`src/rtl/pueo_trig_pkg.sv`:
```
// Shared constants for the PUEO multi-source trigger arbiter.
// Source numbering, frame phase points and the metadata marker bit.
package pueo_trig_pkg;

  localparam int SRC_SOFT = 0;
  localparam int SRC_PPS  = 1;
  localparam int SRC_EXT  = 2;
  localparam int SRC_RF   = 3;

  localparam int         FRAME_LEN     = 8;
  localparam logic [2:0] PHASE_GRANT   = 3'd2;
  localparam logic [2:0] PHASE_RELEASE = 3'd6;
  localparam logic [2:0] PHASE_LAST    = 3'(FRAME_LEN - 1);

  localparam logic META_MARK = 1'b1;

endpackage

```
`src/rtl/pueo_trig_rr_arb.sv`:
```
// Round-robin picker: lowest requesting index at or after the pointer.
// The pointer advances past the winner only when the caller commits the grant.
module pueo_trig_rr_arb #(
  parameter  int NCHAN = 4,
  localparam int SRC_W = $clog2(NCHAN)
) (
  input  logic             i_clk,
  input  logic             i_rst,
  input  logic [NCHAN-1:0] i_req,
  input  logic             i_adv,
  output logic [NCHAN-1:0] o_gnt,
  output logic [SRC_W-1:0] o_idx,
  output logic             o_any
);

  logic [SRC_W-1:0] r_ptr;
  logic [NCHAN-1:0] w_rot;
  logic [SRC_W-1:0] w_off;
  logic [SRC_W:0]   w_sum;

  // Rotate requests so the pointer lands on bit 0, then find the first set bit.
  assign w_rot = NCHAN'({i_req, i_req} >> r_ptr);

  always_comb begin
    w_off = '0;
    for (int k = NCHAN - 1; k >= 0; k--)
      if (w_rot[k]) w_off = SRC_W'(k);
    w_sum = {1'b0, r_ptr} + {1'b0, w_off};
    if (w_sum >= (SRC_W+1)'(NCHAN)) w_sum = w_sum - (SRC_W+1)'(NCHAN);
  end

  assign o_any = |i_req;
  assign o_idx = w_sum[SRC_W-1:0];
  assign o_gnt = o_any ? (NCHAN'(1) << o_idx) : '0;

  always_ff @(posedge i_clk or posedge i_rst) begin
    if (i_rst)
      r_ptr <= '0;
    else if (i_adv && o_any)
      r_ptr <= (o_idx == SRC_W'(NCHAN - 1)) ? '0 : o_idx + 1'b1;
  end

endmodule

```
`src/rtl/pueo_trig_arbiter.sv`:
```
// Multi-source trigger arbiter: latches per-source requests, grants one per
// sysclk frame round-robin and presents the TURF trigger word for 4 clocks.
module pueo_trig_arbiter
  import pueo_trig_pkg::*;
#(
  parameter  int NCHAN     = 4,
  parameter  int ADDR_W    = 12,
  parameter  int HOLDOFF_W = 16,
  parameter  int DROP_W    = 16,
  localparam int SRC_W     = $clog2(NCHAN)
) (
  input  logic                 sysclk_i,
  input  logic                 sysclk_rst_i,
  input  logic                 sysclk_phase_i,
  input  logic                 running_i,
  input  logic [NCHAN-1:0]     trig_req_i,
  input  logic [NCHAN-1:0]     trig_mask_i,
  input  logic [ADDR_W-1:0]    cur_addr_i,
  input  logic [ADDR_W-1:0]    trig_offset_i,
  input  logic [HOLDOFF_W-1:0] holdoff_i,
  output logic [ADDR_W-1:0]    turf_trig_o,
  output logic [7:0]           turf_metadata_o,
  output logic [SRC_W-1:0]     turf_source_o,
  output logic                 turf_valid_o,
  output logic [DROP_W-1:0]    drop_count_o,
  output logic [NCHAN-1:0]     pending_o
);

  logic                               r_phase_act;
  logic [2:0]                         r_phase_cnt;
  logic [NCHAN-1:0]                   r_pend;
  logic [NCHAN-1:0][ADDR_W-1:0]       r_addr;
  logic [HOLDOFF_W-1:0]               r_hold;
  logic [DROP_W-1:0]                  r_drop;
  logic                               r_valid;
  logic [ADDR_W-1:0]                  r_trig;
  logic [SRC_W-1:0]                   r_src;
  logic [6:0]                         r_evcnt;

  logic                               w_grant_cyc;
  logic                               w_grant;
  logic [NCHAN-1:0]                   w_gnt;
  logic [NCHAN-1:0]                   w_gnt_clr;
  logic [SRC_W-1:0]                   w_gidx;
  logic                               w_gany;
  logic                               w_busy;
  logic [NCHAN-1:0]                   w_acc;
  logic [NCHAN-1:0]                   w_drop;
  logic [3:0]                         w_ndrop;
  logic [DROP_W:0]                    w_dsum;
  logic                               w_vclr;

  assign w_grant_cyc = r_phase_act && (r_phase_cnt == PHASE_GRANT);
  assign w_grant     = w_grant_cyc && w_gany;
  assign w_gnt_clr   = w_grant_cyc ? w_gnt : '0;

  pueo_trig_rr_arb #(.NCHAN(NCHAN)) u_arb (
    .i_clk (sysclk_i),
    .i_rst (sysclk_rst_i),
    .i_req (r_pend),
    .i_adv (w_grant_cyc),
    .o_gnt (w_gnt),
    .o_idx (w_gidx),
    .o_any (w_gany)
  );

  // A source being granted this cycle counts as free, so a same-cycle request is fresh.
  assign w_busy = !running_i || (r_hold != '0);
  assign w_acc  = trig_req_i & ~trig_mask_i & ~(r_pend & ~w_gnt_clr) & {NCHAN{!w_busy}};
  assign w_drop = trig_req_i & ~trig_mask_i & ~w_acc;

  always_comb begin
    w_ndrop = '0;
    for (int i = 0; i < NCHAN; i++) w_ndrop = w_ndrop + 4'(w_drop[i]);
  end

  assign w_dsum = {1'b0, r_drop} + (DROP_W+1)'(w_ndrop);
  assign w_vclr = r_valid && ((r_phase_act && r_phase_cnt == PHASE_RELEASE) || sysclk_phase_i);

  always_ff @(posedge sysclk_i or posedge sysclk_rst_i) begin
    if (sysclk_rst_i) begin
      r_phase_act <= 1'b0;
      r_phase_cnt <= '0;
    end else if (sysclk_phase_i) begin
      r_phase_act <= 1'b1;
      r_phase_cnt <= '0;
    end else if (r_phase_act && r_phase_cnt != PHASE_LAST) begin
      r_phase_cnt <= r_phase_cnt + 3'd1;
    end
  end

  always_ff @(posedge sysclk_i or posedge sysclk_rst_i) begin
    if (sysclk_rst_i) begin
      r_pend <= '0;
      r_addr <= '0;
      r_drop <= '0;
      r_hold <= '0;
    end else begin
      r_pend <= (r_pend & ~w_gnt_clr) | w_acc;
      for (int i = 0; i < NCHAN; i++)
        if (w_acc[i]) r_addr[i] <= cur_addr_i;
      r_drop <= w_dsum[DROP_W] ? '1 : w_dsum[DROP_W-1:0];
      if (w_grant)
        r_hold <= holdoff_i;
      else if (r_hold != '0)
        r_hold <= r_hold - 1'b1;
    end
  end

  always_ff @(posedge sysclk_i or posedge sysclk_rst_i) begin
    if (sysclk_rst_i) begin
      r_valid <= 1'b0;
      r_trig  <= '0;
      r_src   <= '0;
      r_evcnt <= '0;
    end else if (w_grant) begin
      r_valid <= 1'b1;
      r_trig  <= r_addr[w_gidx] - trig_offset_i;
      r_src   <= w_gidx;
    end else if (w_vclr) begin
      r_valid <= 1'b0;
      r_evcnt <= r_evcnt + 7'd1;
    end
  end

  assign turf_trig_o     = r_trig;
  assign turf_metadata_o = {META_MARK, r_evcnt};
  assign turf_source_o   = r_src;
  assign turf_valid_o    = r_valid;
  assign drop_count_o    = r_drop;
  assign pending_o       = r_pend;

endmodule

```
`config.mk`:
```
export PLATFORM = sky130hd
export DESIGN_NAME = pueo_trig_arbiter
export DESIGN_NICKNAME = d
export VERILOG_FILES = /design/src/rtl/pueo_trig_pkg.sv /design/src/rtl/pueo_trig_rr_arb.sv /design/src/rtl/pueo_trig_arbiter.sv
export SDC_FILE = /design/constraint.sdc
export NUM_CORES = 1
export LEC_CHECK = 0
export CORE_MARGIN = 2
export CORE_UTILIZATION = 49
export CTS_BUF_LIST = sky130_fd_sc_hd__clkbuf_8 sky130_fd_sc_hd__clkbuf_16
export CTS_CLUSTER_DIAMETER = 150
export DETAILED_ROUTE_END_ITERATION = 6
export GPL_TIMING_DRIVEN = 0
export PLACE_DENSITY = 0.77
export SYNTH_ARGS = -nofsm -noshare
export SYNTH_HDL_FRONTEND = slang
export SYNTH_HIERARCHICAL = 1
export SYNTH_SLANG_ARGS = --single-unit
```
`constraint.sdc`:
```
create_clock -name sysclk_i -period 4.7 [get_ports sysclk_i]
set_input_delay 0.94 -clock sysclk_i [delete_from_list [all_inputs] [get_ports sysclk_i]]
set_output_delay 0.94 -clock sysclk_i [all_outputs]
set_load 0.01 [all_outputs]
```
==> flow_summary.toml, run 1 <==
[pwr]
powerDensity_nw_per_um2 = 507
total_power_mw = 3.92
ir_worst_vdd_v = 0.000394
p_sw_frac = 0.372
power_frac_comb = 0.436
pwr-share-clk = 0.204
p_leak_nw = 3.56
internal_power_mw = 2.46
p_seq_frac = 0.361
netSwitchingPower_mw = 1.46

[global_route]
grt_max_degree = 59
grt_pass1_vias = 4630
grt_usage = 0.213
antenna_found_initial = 0
grt_pass1_wl_mm = 22.4
grt.overflow.total = 0

[sta]
period_share = 0.970
period_minus_slack_ns = 4.56
fmax_mhz = 219
worstMarginPinSlew_ns = 0.861
clock_skew_ns = 0.0109
finalHoldViolCount = 0
drv_slew = 0
setup_violations = 0
rsz0062_at_grt = "yes"
tns_ns = 0
whs_ns = 0.477
slew_headroom = 0.420

[route]
drt_iter0_drc = 386
ant_nets = 0
drc = 0
vias = 4562
vias_per_cell = 5.42
wirelength_mm = 13.7
firstDrtPassIters = 5
wl_per_cell_um = 16.3

[clock_tree]
cts.path.max_buffers = 2
cts_sinks = 112
clock_latency_ns = 0.36
cts_tree = "yes"
ctsHoldBuffers = 0
cts-buffers-inserted = 9
root_buffer = "clkbuf_16"
cts_htree_levels = 3
clk_pin_slew_worst_paths_ns = 0.08

[cells_and_area]
antenna_cells = 0
fillerInstances = 966
drive_above_1_share = 0.172
nets = 744
area_delta_synth_final_pct = 25.3
utilization = 0.636

[synth]
synth_fp_nets = 635
post-synth-top-count-cell = "dfrtp_1"
syn_inst = 560
synthArstFlopShare = 1.00
synth_largest_area_cell = "dfrtp_1"
yosysWarningCount = 6
synth_cell_type_count = 64
synth.cell_area_sq_um = 6170
synth_edf_count = 0
synth_top_area_frac = 0.454
synthTopCellsByArea = "dfrtp_1 45%, mux2_4 6.6%, mux4_2 4.4%, ha_1 3.9%, nand2_1 3.8%"
seq_area_frac_synth = 0.454
synth-seq-cells = 112
ys.flop_type = "dfrtp_1"
syn_area_per_cell_sq_um = 11.0
synth_top_cells_by_count = "112 x dfrtp_1, 62 x nand2_1, 36 x nor2_1"

[hold_path]
hold_class = "reg -> reg"

[critical_path]
path_class = "reg -> reg"
cp.required_ns = 5.00
start_kind = "register"
path_max_fanout = 10
worst_ep_arrival_time_ns = 4.86
crit_path_end_kind = "register"

[floorplanning]
row_count = 40
die_height_um = 116
start_util = 0.508
die-area_sq_um = 13500
pin_count = 95
core_area_sq_um = 12200
die_width_um = 116

[placed_design]
finalWeightedCongestion = 0.871
io_buffers = 93
dpl.hpwl_mm = 9.89

[flow_run]
max_cap_viol_count = 0

[status]
outcome = "completed"
## metrics by stage
| step | cell area, sq um | std cells | setup WS (ns) |
|---|---|---|---|
| 4_1_cts | 7700 | 839 | 0.00414 |
| 2_1_floorplan | 6170 | 560 | 0.207 |
| 3_5_place_dp | 7340 | 822 | -0.368 |
| 5_1_grt | 7730 | 841 | -0.0676 |
| 6_report | 7730 | 841 | 0.139 |
| 3_3_place_gp | 7310 | 821 | -0.697 |
## critical path, cell delays in order (launching register included)
cell and delay [ns]:
dfrtp_1 0.39, buf_4 0.17, nor2b_1 0.15, a221oi_2 0.26, a31oi_1 0.07, a211o_1 0.27, ha_2 0.20, xnor2_2 0.15
xnor2_2 0.24, buf_4 0.16, nor3_2 0.03, nand2_1 0.11, nand2_2 0.08, nand2_1 0.07, nand2_1 0.07, fa_1 0.46
fa_2 0.37, inv_1 0.09, fa_2 0.21, and4_4 0.21, nand2_1 0.09, or3_4 0.40, clkbuf_8 0.18, nand2_1 0.06
## power groups by stage
stage / clock network (mW) / logic, mW / registers (mW)
floorplan: 0 / 1.01 / 1.44
finish: 0.798 / 1.71 / 1.41
global placement: 0 / 1.57 / 1.41
detailed placement: 0 / 1.62 / 1.42
CTS: 0.812 / 1.68 / 1.41
global route: 0.843 / 1.86 / 1.44
## worst paths after layout
kind,startpoint,end,slack [ns],cells after the start
max in group asynchronous,sysclk_rst_i,r_addr[6],2.90,3
min in group asynchronous,sysclk_rst_i,u_arb/r_ptr[1],0.81,2
worst max register to register,u_arb/r_ptr[0],drop_count_o[3],0.14,23
worst min-delay path,r_evcnt[6],r_evcnt[6],0.48,1
worst min register to register,r_evcnt[6],r_evcnt[6],0.48,1
worst max-delay path,u_arb/r_ptr[0],drop_count_o[3],0.14,23
## repair_timing
action / CTS / global route
setup buffers: 2 / 2
pin swaps: 3 / 6
endpoints found under the setup margin: 16 / 21
resized for setup: 12 / 7
cloned: 0 / 0
## per-layer routing
metal | global-route usage | part of all wire | routed length (um)
met1 | 0.277 | 0.44 | 5990
met2 | 0.357 | 0.49 | 6660
met3 | 0.0441 | 0.056 | 765
met4 | 0.0722 | 0.020 | 276
met5 | 0 | 0 | 0
## final cells by class
cell class / instances / area (sq um) / area share
plain buffers: 25 / 179 / 0.0231
clock buffers: 10 / 239 / 0.0309
well taps: 168 / 210 / 0.0272
inverters: 33 / 126 / 0.0163
multi-input cells: 390 / 3120 / 0.404
repair buffers: 98 / 988 / 0.128
flip-flops and latches: 112 / 2800 / 0.362
clock inverters: 5 / 63.8 / 0.00825
## cells in the final DEF (no fill, tap or decap), types with 3 or more instances in the layout
cell             synthesis  routed
a21oi_1                 26      26
nor2b_1                 13      12
buf_8                    3       3
o2111ai_1                3       3
nand3b_1                 3       3
dfrtp_1                112     112
ha_1                    19      18
mux2_1                   9       9
clkbuf_16                0       9
clkdlybuf4s50_1          0      93
o21a_1                   3       3
or3_1                    4       3
nor3_1                   8       7
nand2_1                 62      60
clkbuf_1                10       8
o21ai_0                 17      17
mux2_4                  27      27
and2_1                   3       3
inv_1                   32      31
mux2_2                  16      16
mux4_2                  12      12
nor2_1                  36      36
buf_4                    7      11
xor2_1                  17      17
nand3_1                 18      18
and3_1                  10      10
xnor2_1                 20      19
nand4_1                  4       4
nor4_1                   4       4
o31ai_1                  3       3
nand2b_1                 6       6
a31oi_1                  7       7
## logic make-up after synthesis
group,after synthesis,synth area share
AND/OR/NAND/NOR,185,0.154
flip-flops,112,0.454
AO/OA/AOI/OAI,78,0.0807
multiplexers,65,0.157
buffers and inverters,58,0.0468
XOR/XNOR,38,0.0551
adder cells (fa/ha/maj),23,0.0515
other,1,0.000608
## state kept, by name, indices dropped and copies added, names as in the netlist, 3 cells and up
register      count
pending_o         4
r_evcnt           7
r_hold           16
r_phase_cnt       3
turf_trig_o      12
drop_count_o     16
r_addr           48
Note: power is estimated with default switching activity, not from simulation.
==> run 2: changes to the inputs <==
--- a/config.mk
+++ b/config.mk
@@ -5,6 +5,8 @@
 export SDC_FILE = /design/constraint.sdc
 export NUM_CORES = 1
 export LEC_CHECK = 0
+export CAP_MARGIN = 25
+export CORE_ASPECT_RATIO = 1.2
 export CORE_MARGIN = 2
 export CORE_UTILIZATION = 49
 export CTS_BUF_LIST = sky130_fd_sc_hd__clkbuf_8 sky130_fd_sc_hd__clkbuf_16
==> run 2 against run 1 <==
Cell count shrank 0.24%. Clock-buffer cell count shrank 1. Clock power shrank 7.9%. Global-route usage shrank 0.13 points. Via count grew 0.55%.
==> flow_summary.toml, run 2 (synthesis results as in run 1) <==
[status]
outcome = "completed"

[pwr]
ir_worst_vdd_v = 0.000326
powerDensity_nw_per_um2 = 498
p_leak_nw = 3.60

[cells_and_area]
area_delta_synth_final_pct = 25.9
utilization = 0.636
regMostFlops = "r_addr"
fin_area_sq_um = 7770
final_common_cell = "dfrtp_1"
antenna_cells = 0
drive_above_1_share = 0.178
fillerInstances = 1013
final_cell_mix = "112 x dfrtp_1, 93 x clkdlybuf4s50_1, 58 x nand2_1"
largest_reg_flops = 48
nets = 748

[global_route]
grt_max_degree = 69
grt.overflow.total = 0
grt_pass1_wl_mm = 22.7
grt_pass1_vias = 4777
grt_usage = 0.211
antenna_found_initial = 0

[sta]
period_minus_slack_ns = 4.53
fmax_mhz = 221
finalHoldViolCount = 0
setup_violations = 0
worstMarginPinSlew_ns = 0.637
slew_headroom = 0.571
worst_slack_ns = 0.168
clock_skew_ns = 0.00852
drv_slew = 0
period_share = 0.964

[critical_path]
crit_path_end_kind = "register"
slowest_delay_ns = 0.50
worst_ep_arrival_time_ns = 4.82
cp_slowest_cell = "fa_1"
crit_family = "simple AND/OR/NAND/NOR gates"
cp_cell_sequence = "buf_6, nor2b_1, a221oi_1, a31oi_1, a211o_1, ha_4, xnor2_2, xnor2_2, nor3b_2, nand2_1, nand2_2, nand2_1, nand2_2, fa_1, fa_2, inv_2, fa_2, and4_4, nand2_4, or3_4, clkbuf_16, nand2_1"
path_max_fanout = 6
cp.required_ns = 4.99
path_common_cell = "nand2_1"
cp_num_buf_inv = 3
path_class = "reg -> reg"
start_kind = "register"

[clock_tree]
cts_sinks = 112
clk_pin_slew_worst_paths_ns = 0.07
cts_htree_levels = 3
root_buffer = "clkbuf_16"
cts.path.max_buffers = 2
cts_tree = "yes"
cts-buffers-inserted = 9
clock_latency_ns = 0.35

[floorplanning]
die_width_um = 106
row_count = 44
pin_count = 95
core_area_sq_um = 12200
die_height_um = 127
start_util = 0.505
die-area_sq_um = 13500

[placed_design]
post-place-ws_ns = -0.307
dpl.hpwl_mm = 10.0
finalWeightedCongestion = 0.906
placed_cell_area_sq_um = 7330
io_buffers = 93

[flow_run]
max_cap_viol_count = 0

[hold_path]
hold_class = "reg -> reg"

[route]
wl_per_cell_um = 16.3
drt_iter0_drc = 251
wirelength_mm = 13.7
vias = 4587
firstDrtPassIters = 4
vias_per_cell = 5.47
drc = 0
ant_nets = 0
==> run 2: changes by cell type in the layout (fill, tap and decap cells not counted), sizes merged <==
cell	change
buf	+5
clkbuf	-2
clkinv	+2
bufinv	-1
clkinvlp	+1
==> run 2: repair_timing <==
| action | in CTS | in global routing |
|---|---|---|
| setup endpoints to repair | 15 | 17 |
| gates cloned | 0 | 1 |
| pin swaps | 2 | 9 |
| gates resized for setup | 10 | 12 |
| hold buffers | 0 | 0 |
| buffers inserted | 1 | 7 |
==> run 2: cell type report <==
| type | count | area (sq um) | area share |
|---|---|---|---|
| Clock inverter | 7 | 56.3 | 0.00725 |
| Buffer | 24 | 179 | 0.0230 |
| Inverter | 33 | 130 | 0.0167 |
| Sequential cell | 112 | 2800 | 0.361 |
| Timing Repair Buffer | 103 | 1040 | 0.134 |
| Multi-Input combinational cell | 390 | 3130 | 0.403 |
| Tap cell | 161 | 201 | 0.0259 |
| Clock buffer | 9 | 225 | 0.0290 |
==> run 2: metal layers <==
metal  routed length (um)  GRT usage  share of wire
met5                    0          0              0
met4                  207     0.0665          0.015
met3                  671     0.0360          0.049
met2                 7150      0.378           0.52
met1                 5670      0.261           0.41
==> run 2: through the flow <==
step / total power [mW] / TNS, ns / std cells / hold slack (ns)
after floorplan: 2.45 / 0 / 560 / 0.453
after global placement: 2.97 / -78.47 / 814 / 0.457
after global routing: 4.11 / -0.00717 / 839 / 0.494
after detailed placement: 3.03 / -3.14 / 815 / 0.459
after CTS: 3.80 / 0 / 831 / 0.470
final: 3.87 / 0 / 839 / 0.467
==> run 2: worst paths after layout <==
path                            slack, ns  cells after the start              end           start
max in group asynchronous            2.97                      3        r_addr[3]    sysclk_rst_i
worst min-delay path                 0.47                      1       r_evcnt[6]      r_evcnt[6]
min in group asynchronous            0.83                      2   u_arb/r_ptr[1]    sysclk_rst_i
worst max-delay path                 0.17                     22  drop_count_o[6]  u_arb/r_ptr[0]
worst max register to register       0.17                     22  drop_count_o[6]  u_arb/r_ptr[0]
worst min register to register       0.47                      1       r_evcnt[6]      r_evcnt[6]
==> run 2: report_power, final <==
part / internal (mW) / switching (mW)
Combinational: 0.889 / 0.839
Sequential: 1.17 / 0.236
Clock: 0.367 / 0.368
